**config.mk**
```make
export PLATFORM = sky130hd
export DESIGN_NAME = tile_stream_sequencer
export DESIGN_NICKNAME = d
export VERILOG_FILES = /design/src/rtl/tile_stream_sequencer.sv
export SDC_FILE = /design/constraint.sdc
export NUM_CORES = 1
export LEC_CHECK = 0
export CAP_MARGIN = 20
export CORE_MARGIN = 5
export CORE_UTILIZATION = 45
export CTS_CLUSTER_SIZE = 10
export DETAILED_ROUTE_END_ITERATION = 10
export PLACE_DENSITY = 0.78
export SYNTH_ARGS = -nofsm -noshare
export SYNTH_HDL_FRONTEND = slang
export SYNTH_SLANG_ARGS = --single-unit
```
**constraint.sdc**
```tcl
create_clock -name clk -period 1.7 [get_ports clk]
set_input_delay 0.17 -clock clk [delete_from_list [all_inputs] [get_ports clk]]
set_output_delay 0.17 -clock clk [all_outputs]
set_load 0.1 [all_outputs]
```
**src/rtl/tile_stream_sequencer.sv**
```systemverilog
// tile_stream_sequencer: serialises one job into a compute tile's 8-bit switch-word stream and captures its results
// Ports:
//   clk, rst                     clock, asynchronous active-high reset
//   job_valid/job_ready          job handshake; the job is weight, op, dest and len (operand count)
//   din_valid/din_ready, din     operand handshake, open only while operands are being streamed
//   tx_word                      registered word to the tile's switch input
//   rx_word                      tile's registered switch output
//   res_valid, res_data          one-cycle pulse carrying the raw tile result
//   busy                         high whenever a job is in progress
module tile_stream_sequencer (
    input  logic       clk,
    input  logic       rst,
    input  logic       job_valid,
    output logic       job_ready,
    input  logic [3:0] job_weight,
    input  logic       job_op,
    input  logic [1:0] job_dest,
    input  logic [3:0] job_len,
    input  logic       din_valid,
    output logic       din_ready,
    input  logic [3:0] din,
    output logic [7:0] tx_word,
    input  logic [7:0] rx_word,
    output logic       res_valid,
    output logic [7:0] res_data,
    output logic       busy
);
    typedef enum logic [1:0] {IDLE, CONFIG, DATA, DRAIN} state_t;
    state_t     state_q, state_d;
    logic [7:0] tx_word_q, tx_word_d, res_data_q, res_data_d;
    logic [3:0] weight_q, weight_d, cnt_q, cnt_d;
    logic [1:0] dest_q, dest_d;
    logic       op_q, op_d, p0_q, p0_d, p1_q, p1_d, res_valid_q, res_valid_d;
    logic       job_acc, din_acc;
    logic [7:0] idle_word;
    assign job_ready = state_q == IDLE;
    assign din_ready = state_q == DATA;
    assign busy      = state_q != IDLE;
    assign job_acc   = job_valid && job_ready;
    assign din_acc   = din_valid && din_ready;
    // Re-sending the current weight leaves the tile's state untouched.
    assign idle_word = {4'h0, weight_q};
    assign tx_word   = tx_word_q;
    assign res_valid = res_valid_q;
    assign res_data  = res_data_q;
    always_comb begin
        state_d     = state_q;
        weight_d    = weight_q;
        op_d        = op_q;
        dest_d      = dest_q;
        cnt_d       = cnt_q;
        tx_word_d   = idle_word;
        // A launched data word comes back from the tile two edges later.
        p0_d        = din_acc;
        p1_d        = p0_q;
        res_valid_d = p1_q;
        res_data_d  = p1_q ? rx_word : res_data_q;
        case (state_q)
            IDLE: if (job_acc) begin
                weight_d  = job_weight;
                op_d      = job_op;
                dest_d    = job_dest;
                cnt_d     = job_len;
                tx_word_d = {4'h0, job_weight};
                state_d   = CONFIG;
            end
            CONFIG: begin
                tx_word_d = {2'b01, dest_q, 3'b000, op_q};
                state_d   = cnt_q != 4'd0 ? DATA : IDLE;
            end
            DATA: if (din_acc) begin
                tx_word_d = {4'h8, din};
                cnt_d     = cnt_q - 4'd1;
                state_d   = cnt_q == 4'd1 ? DRAIN : DATA;
            end
            // Once stage0 is empty, stage1 holds the last result and is captured on this edge.
            DRAIN: state_d = p0_q ? DRAIN : IDLE;
        endcase
    end
    always_ff @(posedge clk or posedge rst) begin
        if (rst) begin
            state_q     <= IDLE;
            tx_word_q   <= 8'h00;
            weight_q    <= 4'h0;
            op_q        <= 1'b0;
            dest_q      <= 2'b00;
            cnt_q       <= 4'h0;
            p0_q        <= 1'b0;
            p1_q        <= 1'b0;
            res_valid_q <= 1'b0;
            res_data_q  <= 8'h00;
        end else begin
            state_q     <= state_d;
            tx_word_q   <= tx_word_d;
            weight_q    <= weight_d;
            op_q        <= op_d;
            dest_q      <= dest_d;
            cnt_q       <= cnt_d;
            p0_q        <= p0_d;
            p1_q        <= p1_d;
            res_valid_q <= res_valid_d;
            res_data_q  <= res_data_d;
        end
    end
endmodule

```
**After elaboration in Yosys (flattened, before gate mapping)**

Index checks and enable logic that the tools add are counted.

- Register bits: 32

- Add/sub/neg operators: 1
- Multiplexer cells: 12
- Reduce and logical (&&, ||, !) cells: 9
- Equality and inequality tests: 6

Operators by type and width:

| operator | count |
|---|---|
| 8-bit one-hot mux with 3 select lines | 1 |
| 4-bit 2-to-1 mux | 3 |
| 2-bit 2-to-1 mux | 4 |
| 8-bit 2-to-1 mux | 1 |
| 2-bit one-hot mux with 4 select lines | 1 |
| 4-bit one-hot mux with 2 select lines | 1 |
| 2-bit equality test (second input constant) | 2 |
| 4-bit by 1-bit equality test with 1-bit output (second input constant) | 1 |
| 2-bit by 1-bit inequality test with 1-bit output (second input constant) | 2 |
| 2-bit AND reduction | 2 |
| 2-bit nonzero test | 2 |
| 4-bit nonzero test | 1 |
| 4-bit by 1-bit subtractor with 4-bit output (second input constant) | 1 |
| 3-bit AND reduction | 1 |
| 2-bit by 1-bit equality test with 1-bit output (second input constant) | 1 |
| 1-bit logical AND | 2 |
| 2-bit zero test | 1 |
| 1-bit 2-to-1 mux | 1 |

**Depth between registers and ports, before layout**

Gate-level depths: netlist (run 1).

- Depth after elaboration: 4
- Gate-level depth with buffers: 5

**Least setup slack after synthesis (run 1)**

No wires, ideal clock.

- Kind: reg-to-reg
- Start point: reg state_q[0]
- End point: reg tx_word_q[3], in the netlist tx_word[3]
- Path slack: -0.668 ns
- Buffers on the path: 0
- Data required time: 1.606 ns
- Cell stages (with the launch flop): 4
- Period minus slack after synthesis: 2.368 ns
- Arrival time: 2.274 ns
- Path through: dfrtp_1 -> nor2_2 -> inv_1 -> o22ai_1

- Word-level cells in the longest chain between the ends: 4
- Elaborated cells between the ends (all ways): 8

RTL lines:

| item | RTL line | text |
|---|---|---|
| from (decl) | 29 | `state_t state_q, state_d;` |
| from (signal assigned) | 93 | `state_q <= state_d;` |
| 2-bit zero test * | 36 | `assign job_ready = state_q == IDLE;` |
| net job_ready | 14 | `output logic job_ready,` |
| 1-bit logical AND | 39 | `assign job_acc = job_valid && job_ready;` |
| 4-bit 2-to-1 mux | 59 | `IDLE: if (job_acc) begin` |
| 8-bit one-hot mux with 3 select lines * | 58 | `case (state_q)` |
| net tx_word_d[3] | 30 | `logic [7:0] tx_word_q, tx_word_d, res_data_q, res_data_d;` |
| to (signal assigned) | 94 | `tx_word_q <= tx_word_d;` |
| to (decl) | 30 |  |

The timed path passes the listed nets; every way through them passes the cells marked *.
A chain may end at the register's enable or synchronous reset.

**Final worst setup path (run 1)**

- Start point: reg state_q[1]
- End point: out din_ready

- Word-level cells in the longest chain between the ends: 1

RTL lines:

| item | RTL line | text |
|---|---|---|
| 2-bit equality test | 37 | `assign din_ready = state_q == DATA;` |
| to (decl) | 20 | `output logic din_ready,` |

No other way between the ends.

==> results.toml, run 1 <==
[outcome]
status = "completed"

[synthesis]
ys_warn_count = 0
syn_avg_cell_area_sq_um = 12.8
async_flop_share = 1.00
synth_edf_count = 0
synthFlopType = "dfrtp_1"
synthesis.nets = 142
syn_area_sq_um = 1450
syn_inst = 113
synth_cell_type_count = 33
synth-seq-cells = 32
synth-seq-area-share = 0.554

[setup_path]
crit_slowest_cell = "dfrtp_1"
rr_worst_depth = 3
crit_type = "register to output pin"
worstPathArrival_ns = 1.43
timing.rr.start = "state_q[0]$_DFFE_PP0P_"
path_delay_family = "buffers and inverters"
path_buf_inv = 2
ff2ff_setup_slack_ns = 0.21
worstPathRequired_ns = 1.53
end_kind = "output pin"
cp_cell_sequence = "buf_4, and2b_2, buf_12"
cp-start-kind = "register"
r2r-end = "weight_q[3]$_DFFE_PP0P_"
max_stage_delay_ns = 0.42
cp_max_fo = 12

[placed_design]
dp_hpwl_microns = 2270
preCtsSetupSlack_ns = 0.0888
io_buffers = 46
place_area_sq_um = 1950
place_congestion = 0.796

[global_routing]
track_usage = 0.142
grt_max_degree = 33
grt_pass1_wl_microns = 4790
antenna_found_initial = 0
gr-total-overflow = 0
grt_pass1_vias = 1049

[sta]
hold_ws_ns = 0.223
slew_viol_final = 0
setup_viol = 0
setup_slack_ns = 0.0968
skew_ns = 0.00475
fmax_mhz = 624
post-route-period-util = 0.943
fin_crit_ns = 1.60
tightest_slew_ns = 0.388
rsz0062_at_grt = "false"
hold_viol_final = 0
slew_headroom = 0.742

[routing]
wl_per_cell_microns = 13.8
drc = 0
first_iter_violations = 7
dr.pass1.iters = 4
viasPerCell = 4.89
num_vias = 1023
ant_nets = 0
wl_microns = 2890

[layout]
layout-drive-gt1-share = 0.339
final_net_count = 193
fin_area_sq_um = 2020
area_growth_pct = 40.0
antenna_cells = 0
final_util = 0.658

[clock_network]
cts_htree_levels = 2
clockRootBuffer = "clkbuf_4"
clk_pin_slew_ns = 0.09
cts.sinks = 32
cts.hold.buffers_added = 0
cts_made_buffers = 5
cts_buffer_depth = 2
clk_latency_ns = 0.32
ctsResizeCount = 0
cts_tree = "done"
postCtsSetupBuffers = 0

[floorplanning]
die-area_sq_um = 4450
start_util = 0.470
dieWidth_microns = 66.7
die_h_microns = 66.7
rows = 20
pin_count = 47
core_area_sq_um = 3080

[run]
drv_cap = 0

[worst_hold_path]
holdCritPathClass = "input port to async pin"
==> cell usage after synthesis (2+ instances only) <==
| cell | number | area, sq um |
|---|---|---|
| buf_2 | 3 | 15.0 |
| nand2_1 | 3 | 11.3 |
| and3_1 | 2 | 12.5 |
| dfrtp_1 | 32 | 801 |
| inv_1 | 8 | 30.0 |
| nand3_1 | 2 | 10.0 |
| mux2_2 | 16 | 180 |
| and2_1 | 5 | 31.3 |
| mux2i_1 | 8 | 80.1 |
| o22ai_1 | 2 | 12.5 |
| a211oi_2 | 2 | 25.0 |
| ha_1 | 2 | 25.0 |
| clkbuf_1 | 2 | 7.51 |
| buf_6 | 2 | 22.5 |
| o21ai_0 | 3 | 15.0 |
| nor2_2 | 2 | 12.5 |
| a2bb2oi_1 | 3 | 26.3 |
==> per-stage QoR <==
stage | std cells | setup TNS [ns]
detailed placement | 201 | 0
floorplan | 113 | -0.260
CTS | 209 | 0
global placement | 201 | 0
finish | 209 | 0
global route | 209 | 0
==> cells by family (layout without fill, tap and decap cells) <==
logic type | count (synthesis) | after routing | synth area share
muxes | 25 | 25 | 0.189
DFF | 32 | 32 | 0.554
adders and majority gates | 2 | 2 | 0.0173
AOI/OAI and AO/OA | 17 | 17 | 0.0952
buffers and inverters | 15 | 67 | 0.0519
and+or+nand+nor | 22 | 22 | 0.0926
==> final cells by class <==
class	instances	area, sq um
fillers	252	1050
flip-flops and latches	32	801
multi-input cells	66	577
repair buffers	51	485
well taps	44	55.1
clock buffers	6	41.3
clock inverters	2	35.0
inverters	8	30.0
==> how the worst max path moves through the flow <==
stage,start,end,slack (ns),cells after the start
after floorplan,state_q[1]$_DFFE_PP0P_,tx_word[3]$_DFF_PP0_,-0.19,3
after global placement,job_valid,op_q$_DFFE_PP0P_,0.15,3
after detailed placement,job_valid,weight_q[3]$_DFFE_PP0P_,0.09,3
after CTS,state_q[1]$_DFFE_PP0P_,din_ready,0.001,3
after global routing,state_q[1]$_DFFE_PP0P_,din_ready,0.03,3
final,state_q[1]$_DFFE_PP0P_,din_ready,0.1,3
==> placed cells by master, fill, tap and decap left out, types with 3 or more instances in the layout <==
cell / synthesis / final
buf_4: 0 / 22
dfrtp_1: 32 / 32
o21ai_0: 3 / 3
a2bb2oi_1: 3 / 3
and2_1: 5 / 5
clkbuf_4: 0 / 5
inv_1: 8 / 8
clkdlybuf4s50_1: 0 / 26
mux2_2: 16 / 16
buf_12: 0 / 3
mux2i_1: 8 / 8
nand2_1: 3 / 3
==> worst register-to-register path, delay by kind of cell (launching register included) <==
kind / cells / cell delay, ns
and+or+nand+nor: 2 / 0.52
muxes: 1 / 0.38
DFF: 1 / 0.48
==> per-layer routing <==
| metal | global-route usage | wire length (microns) |
|---|---|---|
| met5 | 0 | 0 |
| met4 | 0.0533 | 44 |
| met3 | 0.0489 | 265 |
| met2 | 0.224 | 1300 |
| met1 | 0.180 | 1280 |
==> registers in the layout, summed over array words and instances (netlist names) <==
register / count
res_data: 8
tx_word: 8
cnt_q: 4
weight_q: 4
dest_q: 2
state_q: 2
op_q: 1
p0_q: 1
p1_q: 1
res_valid: 1
Power of run 1 is not shown: default switching activity piles up to over one toggle a cycle in this logic, so the estimate is an artifact.
==> run 2, diff against run 1 <==
Settings changed: HOLD_SLACK_MARGIN from default to 0.1, TNS_END_PERCENT from default to 100.
==> results of run 2 <==
Same layout as run 1: the final DEF is identical, and so are final timing and power.
Power of run 2 is left out for the same reason.
==> run 3, diff against run 2 <==
Settings changed: CORE_ASPECT_RATIO from default to 1.5.
==> run 3 against run 2 <==
Sequential share of layout area decreased by 0.27 points. Register-to-register slack worse by 0.03 ns. Utilization is 0.61 points lower. Die area grew 0.52%. Wire length is 3.3% higher. Final area increased by 0.68%. Via count increased by 1.8%. First-iteration DRC count grew to 2.9 times the previous value. Critical path type unchanged. Clock skew up 0.0038 ns. Hold slack gained 0.046 ns. Critical endpoint unchanged. Largest cell class unchanged.
==> results.toml, run 3 (synthesis results as in run 1) <==
[layout]
final_net_count = 193
layout-drive-gt1-share = 0.335
antenna_cells = 0
nFillCells = 254
final_cell_mix = "32 x dfrtp_1, 26 x clkdlybuf4s50_1, 22 x buf_4"
final_common_cell = "dfrtp_1"
area_growth_pct = 40.9
final_util = 0.652
final_cells = 204

[sta]
skew_ns = 0.00853
rsz0062_at_grt = "false"
hold_viol_final = 0
fin_crit_ns = 1.54
fmax_mhz = 649
hold_ws_ns = 0.270
setup_viol = 0
tightest_slew_ns = 0.386
setup_slack_ns = 0.158
slew_headroom = 0.743
slew_viol_final = 0
post-route-period-util = 0.907

[setup_path]
timing.rr.start = "state_q[1]$_DFFE_PP0P_"
cp-start-kind = "register"
worstPathRequired_ns = 1.53
r2r-end = "weight_q[1]$_DFFE_PP0P_"
ff2ff_setup_slack_ns = 0.18
crit_type = "register to output pin"
end_kind = "output pin"
worstPathArrival_ns = 1.37
rr_worst_depth = 3
cp_max_fo = 8

[routing]
wl_per_cell_microns = 14.6
drc = 0
wl_met1_microns = 1200
wl_met3_microns = 184
dr.pass1.iters = 4
wl_microns = 2990
ant_nets = 0
num_vias = 1041
first_iter_violations = 20
viasPerCell = 5.10
wl_met2_microns = 1550
maxUsedRoutingLayer = "met4"

[clock_network]
postCtsSetupBuffers = 0
ctsResizeCount = 0
cts_tree = "done"
cts_buffer_depth = 2
cts_made_buffers = 5
clockRootBuffer = "clkbuf_8"
clk_latency_ns = 0.28
cts.hold.buffers_added = 0
cts_htree_levels = 2
cts.sinks = 32
clk_pin_slew_ns = 0.07

[floorplanning]
pin_count = 47
rows = 25
core_area_sq_um = 3130
start_util = 0.462
die-area_sq_um = 4470
die_h_microns = 79.4
dieWidth_microns = 56.3

[outcome]
status = "completed"

[placed_design]
place_inst = 197
dp_hpwl_microns = 2340
io_buffers = 46
preCtsSetupSlack_ns = 0.0306
place_congestion = 0.742

[global_routing]
grt_pass1_wl_microns = 5310
grt_max_degree = 33
grt_pass1_vias = 1112
gr-total-overflow = 0
track_usage = 0.154
antenna_found_initial = 0

[worst_hold_path]
holdCritPathClass = "input port to async pin"

[run]
drv_cap = 0
-- run 3: cell types whose count changed in the layout (fill, tap and decap cells not counted) --
cell       delta
clkinv_2      -1
and2b_1       +1
and2b_2       -1
clkbuf_8      +7
clkbuf_4      -5
clkbuf_1      -1
bufinv_16     -1
-- run 3: worst max-delay path, cell delays in order, from the launching register on --
cell     delay [ns]
dfrtp_1        0.46
and2b_1        0.41
buf_12         0.22
-- run 3: stage by stage --
step           area (sq um)  TNS (ns)
6_report               2040         0
5_1_grt                2040         0
2_1_floorplan          1450    -0.260
3_3_place_gp           1940         0
4_1_cts                2040         0
3_5_place_dp           1940         0
-- run 3: metal layers --
metal / vias up / GRT usage
li1: 497 / -
met4: 0 / 0.0641
met5: - / 0
met2: 33 / 0.260
met1: 505 / 0.178
met3: 6 / 0.0502
-- run 3: worst max path at each step --
stage / from / to / slack (ns) / depth (start not counted)
6_report: state_q[0]$_DFFE_PP0P_ / din_ready / 0.16 / 2
5_1_grt: state_q[0]$_DFFE_PP0P_ / din_ready / 0.09 / 2
4_1_cts: state_q[0]$_DFFE_PP0P_ / din_ready / 0.16 / 2
3_5_place_dp: job_valid / weight_q[1]$_DFFE_PP0P_ / 0.03 / 3
3_3_place_gp: job_valid / weight_q[0]$_DFFE_PP0P_ / 0.1 / 3
2_1_floorplan: state_q[1]$_DFFE_PP0P_ / tx_word[3]$_DFF_PP0_ / -0.19 / 3
-- run 3: final cells by class --
cell class                      instances  area (sq um)  area share
Inverter                                8          30.0      0.0147
Clock buffer                            7          96.3      0.0473
Tap cell                               40          50.0      0.0246
Timing Repair Buffer                   51           485       0.238
Sequential cell                        32           801       0.393
Multi-Input combinational cell         66           576       0.282
Power of run 3 is left out for the same reason.
